**src/rtl/i2c_target_regs_pkg.sv**
```systemverilog
// ============================================================================
// Module : i2c_target_regs_pkg
// Brief  : Shared types and constants for the I2C register-file target.
// Rev    : 1.0  initial release
// ============================================================================
`default_nettype none

package i2c_target_regs_pkg;

    typedef enum logic [3:0] {
        IDLE   = 4'd0,
        ADDR   = 4'd1,
        A_ACK  = 4'd2,
        PTR    = 4'd3,
        P_ACK  = 4'd4,
        WR     = 4'd5,
        W_ACK  = 4'd6,
        RD     = 4'd7,
        R_ACK  = 4'd8,
        IGNORE = 4'd9
    } state_t;

    localparam logic I2C_ACK     = 1'b0;
    localparam logic I2C_NACK    = 1'b1;
    localparam int   SYNC_STAGES = 2;

    function automatic logic addr_match(input logic [7:0] addr_byte,
                                        input logic [6:0] dev_addr);
        return addr_byte[7:1] == dev_addr;
    endfunction

endpackage

`default_nettype wire

```
**src/rtl/i2c_target_regs_if.sv**
```systemverilog
// ============================================================================
// Module : i2c_target_regs_if
// Brief  : Open-drain I2C bus pins seen by the target (SCL in, SDA in/pull-down).
// Rev    : 1.0  initial release
// ============================================================================
`default_nettype none

interface i2c_target_regs_if;
    logic scl_in;
    logic sda_in;
    logic sda_oe;

    modport master (output scl_in, output sda_in, input  sda_oe);
    modport slave  (input  scl_in, input  sda_in, output sda_oe);
endinterface

`default_nettype wire

```
**src/rtl/i2c_target_regs_bus_sync.sv**
```systemverilog
// ============================================================================
// Module : i2c_bus_sync
// Brief  : SCL/SDA synchronisers with SCL edge and START/STOP condition pulses.
// Rev    : 1.0  initial release
// ============================================================================
`default_nettype none

module i2c_bus_sync
    import i2c_target_regs_pkg::*;
(
    input  wire logic clk,
    input  wire logic nrst,
    input  wire logic i_scl,
    input  wire logic i_sda,
    output logic      o_sda,
    output logic      o_scl_rise,
    output logic      o_scl_fall,
    output logic      o_start,
    output logic      o_stop
);

    // Chains reset to the idle-bus level so reset release never looks like an edge
    logic [SYNC_STAGES:0] r_scl;
    logic [SYNC_STAGES:0] r_sda;

    always_ff @(posedge clk or negedge nrst) begin
        if (!nrst) begin
            r_scl <= '1;
            r_sda <= '1;
        end else begin
            r_scl <= {r_scl[SYNC_STAGES-1:0], i_scl};
            r_sda <= {r_sda[SYNC_STAGES-1:0], i_sda};
        end
    end

    logic w_scl_s, w_scl_d, w_sda_s, w_sda_d;

    assign w_scl_s = r_scl[SYNC_STAGES-1];
    assign w_scl_d = r_scl[SYNC_STAGES];
    assign w_sda_s = r_sda[SYNC_STAGES-1];
    assign w_sda_d = r_sda[SYNC_STAGES];

    assign o_sda      = w_sda_s;
    assign o_scl_rise =  w_scl_s & ~w_scl_d;
    assign o_scl_fall = ~w_scl_s &  w_scl_d;
    assign o_start    =  w_scl_s &  w_scl_d & ~w_sda_s &  w_sda_d;
    assign o_stop     =  w_scl_s &  w_scl_d &  w_sda_s & ~w_sda_d;

endmodule

`default_nettype wire

```
**src/rtl/i2c_target_regs.sv**
```systemverilog
// ============================================================================
// Module : i2c_target_regs
// Brief  : I2C target with an auto-incrementing pointer into an NREG x 8 register file.
// Rev    : 1.0  initial release
// ============================================================================
`default_nettype none

module i2c_target_regs
    import i2c_target_regs_pkg::*;
#(
    parameter logic [6:0] DEV_ADDR = 7'h50,
    parameter int         NREG     = 8,
    localparam int        PW       = $clog2(NREG)
) (
    input  wire logic          clk,
    input  wire logic          nrst,
    i2c_target_regs_if.slave   bus,
    output logic               o_wr_stb,
    output logic [PW-1:0]      o_wr_addr,
    output logic [7:0]         o_wr_data,
    input  wire logic [PW-1:0] i_loc_addr,
    output logic [7:0]         o_loc_rdata,
    output logic               o_busy
);

    logic w_sda, w_scl_rise, w_scl_fall, w_start, w_stop;

    i2c_bus_sync u_sync (
        .clk        (clk),
        .nrst       (nrst),
        .i_scl      (bus.scl_in),
        .i_sda      (bus.sda_in),
        .o_sda      (w_sda),
        .o_scl_rise (w_scl_rise),
        .o_scl_fall (w_scl_fall),
        .o_start    (w_start),
        .o_stop     (w_stop)
    );

    state_t         r_state;
    logic [6:0]     r_shift;
    logic [3:0]     r_bitcnt;
    logic           r_phase;
    logic           r_rw;
    logic [PW-1:0]  r_ptr;
    logic [7:0]     r_regs [NREG];
    logic           r_sda_oe;
    logic           r_busy;
    logic           r_wr_stb;
    logic [PW-1:0]  r_wr_addr;
    logic [7:0]     r_wr_data;
    logic [7:0]     r_loc_rdata;

    logic [7:0]     w_byte;
    logic [7:0]     w_rd_byte;
    logic           w_shift_en;
    logic           w_byte_done;

    assign w_byte      = {r_shift, w_sda};
    assign w_rd_byte   = r_regs[r_ptr];
    assign w_shift_en  = w_scl_rise &&
                         (r_state == ADDR || r_state == PTR || r_state == WR);
    assign w_byte_done = w_shift_en && (r_bitcnt == 4'd7);

    always_ff @(posedge clk or negedge nrst) begin
        if (!nrst) begin
            r_state   <= IDLE;
            r_shift   <= '0;
            r_bitcnt  <= '0;
            r_phase   <= 1'b0;
            r_rw      <= 1'b0;
            r_ptr     <= '0;
            r_sda_oe  <= 1'b0;
            r_busy    <= 1'b0;
            r_wr_stb  <= 1'b0;
            r_wr_addr <= '0;
            r_wr_data <= '0;
            for (int i = 0; i < NREG; i++) begin
                r_regs[i] <= '0;
            end
        end else begin
            r_wr_stb <= 1'b0;
            if (w_start) begin
                r_state  <= ADDR;
                r_bitcnt <= '0;
                r_phase  <= 1'b0;
                r_sda_oe <= 1'b0;
            end else if (w_stop) begin
                r_state  <= IDLE;
                r_bitcnt <= '0;
                r_phase  <= 1'b0;
                r_sda_oe <= 1'b0;
                r_busy   <= 1'b0;
            end else begin
                if (w_shift_en) begin
                    r_shift  <= w_byte[6:0];
                    r_bitcnt <= r_bitcnt + 4'd1;
                end
                case (r_state)
                    ADDR: begin
                        if (w_byte_done) begin
                            r_bitcnt <= '0;
                            r_phase  <= 1'b0;
                            if (addr_match(w_byte, DEV_ADDR)) begin
                                r_rw    <= w_byte[0];
                                r_busy  <= 1'b1;
                                r_state <= A_ACK;
                            end else begin
                                r_busy  <= 1'b0;
                                r_state <= IGNORE;
                            end
                        end
                    end
                    PTR: begin
                        if (w_byte_done) begin
                            r_bitcnt <= '0;
                            r_phase  <= 1'b0;
                            r_ptr    <= w_byte[PW-1:0];
                            r_state  <= P_ACK;
                        end
                    end
                    WR: begin
                        if (w_byte_done) begin
                            r_bitcnt      <= '0;
                            r_phase       <= 1'b0;
                            r_regs[r_ptr] <= w_byte;
                            r_wr_stb      <= 1'b1;
                            r_wr_addr     <= r_ptr;
                            r_wr_data     <= w_byte;
                            r_ptr         <= r_ptr + 1'b1;
                            r_state       <= W_ACK;
                        end
                    end
                    // Phase 0: drive ACK after bit 8's fall; phase 1: hand over after the 9th fall
                    A_ACK, P_ACK, W_ACK: begin
                        if (w_scl_fall) begin
                            if (!r_phase) begin
                                r_sda_oe <= ~I2C_ACK;
                                r_phase  <= 1'b1;
                            end else begin
                                r_phase  <= 1'b0;
                                r_bitcnt <= '0;
                                if (r_state == A_ACK && r_rw) begin
                                    r_sda_oe <= ~w_rd_byte[7];
                                    r_state  <= RD;
                                end else begin
                                    r_sda_oe <= 1'b0;
                                    r_state  <= (r_state == A_ACK) ? PTR : WR;
                                end
                            end
                        end
                    end
                    RD: begin
                        if (w_scl_rise) begin
                            r_bitcnt <= r_bitcnt + 4'd1;
                        end else if (w_scl_fall) begin
                            if (r_bitcnt == 4'd8) begin
                                r_sda_oe <= 1'b0;
                                r_bitcnt <= '0;
                                r_phase  <= 1'b0;
                                r_state  <= R_ACK;
                            end else begin
                                r_sda_oe <= ~w_rd_byte[3'd7 - r_bitcnt[2:0]];
                            end
                        end
                    end
                    R_ACK: begin
                        if (w_scl_rise && !r_phase) begin
                            if (w_sda == I2C_NACK) begin
                                r_busy  <= 1'b0;
                                r_state <= IGNORE;
                            end else begin
                                r_ptr   <= r_ptr + 1'b1;
                                r_phase <= 1'b1;
                            end
                        end else if (w_scl_fall && r_phase) begin
                            r_phase  <= 1'b0;
                            r_bitcnt <= '0;
                            r_sda_oe <= ~w_rd_byte[7];
                            r_state  <= RD;
                        end
                    end
                    default: ;
                endcase
            end
        end
    end

    // Same-cycle write to i_loc_addr returns the pre-write value (NBA ordering)
    always_ff @(posedge clk or negedge nrst) begin
        if (!nrst) begin
            r_loc_rdata <= '0;
        end else begin
            r_loc_rdata <= r_regs[i_loc_addr];
        end
    end

    assign bus.sda_oe  = r_sda_oe;
    assign o_wr_stb    = r_wr_stb;
    assign o_wr_addr   = r_wr_addr;
    assign o_wr_data   = r_wr_data;
    assign o_loc_rdata = r_loc_rdata;
    assign o_busy      = r_busy;

endmodule

`default_nettype wire

```
**src/flat_wrapper.sv**
```systemverilog
// flat-port wrapper written by rule: the top's interface ports become plain ports
module i2c_target_regs_flat import i2c_target_regs_pkg::*;
#(
    parameter logic [6:0] DEV_ADDR = 7'h50,
    parameter int         NREG     = 8,
    localparam int        PW       = $clog2(NREG)
)
  (clk, nrst, o_wr_stb, o_wr_addr, o_wr_data, i_loc_addr, o_loc_rdata, o_busy, bus_scl_in, bus_sda_in, bus_sda_oe);
  i2c_target_regs_if bus_i ();
  input  wire logic clk;
  input  wire logic nrst;
  output logic o_wr_stb;
  output logic [PW-1:0] o_wr_addr;
  output logic [7:0] o_wr_data;
  input  wire logic [PW-1:0] i_loc_addr;
  output logic [7:0] o_loc_rdata;
  output logic o_busy;
  input wire logic [$bits(bus_i.scl_in)-1:0] bus_scl_in;
  input wire logic [$bits(bus_i.sda_in)-1:0] bus_sda_in;
  output wire logic [$bits(bus_i.sda_oe)-1:0] bus_sda_oe;
  assign bus_i.scl_in = bus_scl_in;
  assign bus_i.sda_in = bus_sda_in;
  assign bus_sda_oe = bus_i.sda_oe;
  i2c_target_regs #(.DEV_ADDR(DEV_ADDR), .NREG(NREG)) u_core (.clk(clk), .nrst(nrst), .bus(bus_i), .o_wr_stb(o_wr_stb), .o_wr_addr(o_wr_addr), .o_wr_data(o_wr_data), .i_loc_addr(i_loc_addr), .o_loc_rdata(o_loc_rdata), .o_busy(o_busy));
endmodule
```
**config.mk**
```make
export PLATFORM = sky130hd
export DESIGN_NAME = i2c_target_regs_flat
export DESIGN_NICKNAME = d
export VERILOG_FILES = /design/src/rtl/i2c_target_regs_pkg.sv /design/src/rtl/i2c_target_regs_if.sv /design/src/rtl/i2c_target_regs_bus_sync.sv /design/src/rtl/i2c_target_regs.sv /design/src/flat_wrapper.sv
export SDC_FILE = /design/constraint.sdc
export NUM_CORES = 1
export LEC_CHECK = 0
export ABC_AREA = 0
export BUFFER_PORTS_ARGS = -buffer_cell sky130_fd_sc_hd__buf_4
export CORE_ASPECT_RATIO = 1.4
export CORE_MARGIN = 8
export CORE_UTILIZATION = 56
export CTS_CLUSTER_DIAMETER = 100
export CTS_CLUSTER_SIZE = 30
export DETAILED_ROUTE_END_ITERATION = 8
export PLACE_DENSITY = 0.77
export SYNTH_ARGS = -nofsm -noshare
export SYNTH_HDL_FRONTEND = slang
export SYNTH_SLANG_ARGS = --single-unit
```
**constraint.sdc**
```tcl
create_clock -name clk -period 2.2 [get_ports clk]
set_input_delay 0.33 -clock clk [delete_from_list [all_inputs] [get_ports clk]]
set_output_delay 0.33 -clock clk [all_outputs]
set_load 0.1 [all_outputs]
```
==> summary.md <==
| Metric | Value |
|---|---|
| Sink Count | between 100 and 150 |
| First-pass DRT Iterations | 5 |
| Post-synth top cells | dfrtp_1 (106), mux2_2 (80), nand2_1 (56) |
| Drt drc | 0 |
| Largest net degree at the start of global routing | 44 |
| Row cnt | 44 |
| GR Util All Layers | 22.7% |
| Final period util | between 90% and 100% |
| Share of layout cells above drive strength 1 | around 44% |
| CTS root buffer | clkbuf_16 |
| #FFs+latches synth | 112 |
| Clock Tree Buf Depth | 2 |
| Mapped Nets | 510 |
| Hold Vio Cnt, Final | 0 |
| Nets@finish | 572 |
| Total power | about 6.4 mW |
| R2R Path Start | u_core.r_bitcnt[0]$_DFF_PN0_ |
| Worst Tran Pin Value | ~550 ps |
| Endpoint class of the critical path | flop |
| Die Y-Extent | roughly 140 um |
| Cell mode on critical path | or3_4 |
| TritonCTS clock tree | built |
| Wire length per cell | between 20 and 25 um |
| Arrival time worst endpoint | ~2400 ps |
| Slew Limit Headroom | a little over three fifths |
| First-pass GRT wire length | 24.8 mm |
| Multi-input gate area | roughly 0.0031 mm2 |
| Most frequent cell after synthesis | dfrtp_1 |
| Worst endpoint required time | around 2400 ps |
| Worst Setup SP | u_core.r_bitcnt[0]$_DFF_PN0_ |
| Port Buffers | 28 |
| Antenna violations before repair | 0 |
| Post-Route Utilization | between 60% and 70% |
| Leak Pwr | around 3.4 nW |
| Diodes inserted | 0 |
| Routed Antenna Nets | 0 |
| Final non-filler cell total | between 700 and 800 |
| Top Ports | 29 |
| Max-Cap Viols | 0 |
| Critical path's largest stage delay | 390 ps |
| Num CTS Buffers | 9 |
| Clock-pin transition on the worst setup and hold timing paths | around 70 ps |
| RSZ-0062 raised after global routing | yes |
| WHS | 83.8 ps |
| Setup violators final | 0 |
| Largest area contributor in the netlist | dfrtp_1 |
| Post-Synthesis Cells | 500 |
| Register area | approximately 0.0028 mm2 |
| Async set-reset flop share out of synthesis | between 90% and 100% |
| Gpl congestion | 0.942 |
| Hold WC Path Type | in2reg |
| Gr ovfl total | 0 |
| Via/cell ratio | around 6.4 |
| Fillcell total | 719 |
| Mapped Area | 0.00599 mm2 |
| Die Wd | between 100 and 150 um |
| Layout area overhead | 19.7% |
| HP Start | bus_scl_in |
| CP startpoint kind | flop |
| Vias in the first global route | 4630 |
| Post-synthesis cell type count | 68 |
| Sequential share of the synthesized area | 46.9% |
| Routed wire length | about 15 mm |
| Fraction of post-synthesis cell area in the top cell type by area | 44.3% |
| Max FO, Critical Path | 8 |
| Full die area | around 0.014 mm2 |
| Clock skew | roughly 7.5 ps |
| Crit path cell chain | ha_2 -> and3b_2 -> nand2_1 -> or3_4 -> or3_4 -> buf_6 -> mux2_4 |
| Yosys warning total | 0 |
| Vias | about 4500 |
| Htree depth | 3 |
| Post-Syn Area per Cell | 12.0 um2 |
| Status | completed |
| Max Freq | roughly 0.46 GHz |
| Top_reg_cell synth | dfrtp_1 |
| Worst path slowest cell | or3_4 |
| Post-synth EDFFs | 0 |
| Core Area | 0.0104 mm2 |
| Starting Density | a little under three fifths |
| DP HPWL | approximately 11 mm |
| Iteration-0 DRC Markers | between 300 and 400 |
| Crit Path Category | reg2reg |
| Cell total after placement | about 690 |
| Pwr Density | approximately 890 mW/mm2 |
| Clk_lat worst skew | 350 ps |
| Max Slew Vio Count | 0 |
| Area contributors post-synth | dfrtp_1 (44%), mux2_2 (15%), mux4_2 (9.0%) |
| Min Clock Period, post-route | about 2200 ps |
| Worst vdd ir | roughly 0.00053 V |
[routing by layer]
metal	wire, um	vias up	global-route usage (%)
li1	-	1960	-
met1	5810	2263	26.5
met2	8210	208	37.8
met3	759	60	3.72
met4	662	0	12.8
met5	0	-	0
[state kept, by name (all words and copies together) (netlist names)]
register	flops
u_core.r_regs	64
u_core.o_loc_rdata	8
u_core.o_wr_data	8
u_core.r_shift	7
u_core.r_bitcnt	4
u_core.r_state	4
u_core.o_wr_addr	3
u_core.r_ptr	3
u_core.u_sync.r_scl	3
u_core.u_sync.r_sda	3
u_core.bus.sda_oe	1
u_core.o_busy	1
u_core.o_wr_stb	1
u_core.r_phase	1
u_core.r_rw	1
[metrics by stage]
step           worst slack [ps]  setup TNS (ps)  instance area (um2)
2_1_floorplan              3.33               0                 5990
3_3_place_gp               18.4               0                 6700
3_5_place_dp              -25.5            -219                 6700
4_1_cts                    3.92               0                 7040
5_1_grt                    -102            -604                 7160
6_report                   32.9               0                 7160
[logic make-up after synthesis]
group / after synthesis / share of synthesized area [%]
buf+inv: 48 / 3.41
xor+xnor: 2 / 0.293
flops: 112 / 46.9
simple gates: 138 / 12.2
mux: 126 / 28.4
compound gates: 70 / 7.98
fa+ha+maj: 4 / 0.794
[worst paths after layout]
kind | to | slack (ps) | cells after the start
max in group asynchronous | u_core.u_sync.r_scl[1]$_DFF_PN1_ | 1070 | 3
worst max register to register | u_core.r_regs[30]$_DFFE_PN0P_ | 30 | 7
min in group asynchronous | u_core.r_state[0]$_DFFE_PN0P_ | 440 | 2
worst min register to register | u_core.u_sync.r_sda[1]$_DFF_PN1_ | 360 | 0
worst max-delay path | u_core.r_regs[30]$_DFFE_PN0P_ | 30 | 7
worst min-delay path | u_core.u_sync.r_scl[0]$_DFF_PN1_ | 80 | 1
[layout by cell type, fill, tap and decap left out, types with 4 or more instances in the layout]
cell type,instances
mux4_2,24
dfrtp_1,104
nand2b_1,4
buf_6,5
inv_1,9
nor2b_1,6
mux2_4,11
buf_4,78
inv_6,4
nand2_1,56
mux2_2,77
buf_12,5
a31oi_1,6
nand3_1,10
clkbuf_16,9
a21oi_1,13
o22ai_1,5
dfstp_2,6
nor2_4,4
nor3_1,6
mux2i_1,14
o21ai_0,11
nor2_1,17
[final cells by class]
cell class / instances / area share (%)
multi-input combinational: 340 / 42.7
sequential: 112 / 39.3
timing repair buffer: 89 / 10.5
clock buffer: 9 / 3.14
tap: 138 / 2.41
clock inverter: 7 / 1.40
inverter: 10 / 0.559
[worst max-delay path: cells and delay by family, from the launching register on]
family | cells | cell delay (ps)
simple gates | 4 | 1030
buf+inv | 1 | 170
fa+ha+maj | 1 | 190
mux | 1 | 300
flops | 1 | 370
[power breakdown]
group	switching, mW	internal, mW
Clock	0.780	1.01
Sequential	0.202	2.20
Combinational	1.24	0.965
Total	2.22	4.18
[what timing repair did]
item | in CTS | in global routing
buffers inserted | 0 | 2
gates resized for setup | 2 | 27
hold buffers | 1 | 0
endpoints found under the hold margin | 23 | 0
endpoints found under the setup margin | 36 | 74
pin swaps | 1 | 5
gates cloned | 0 | 0
(Power assumes the default switching activity.)
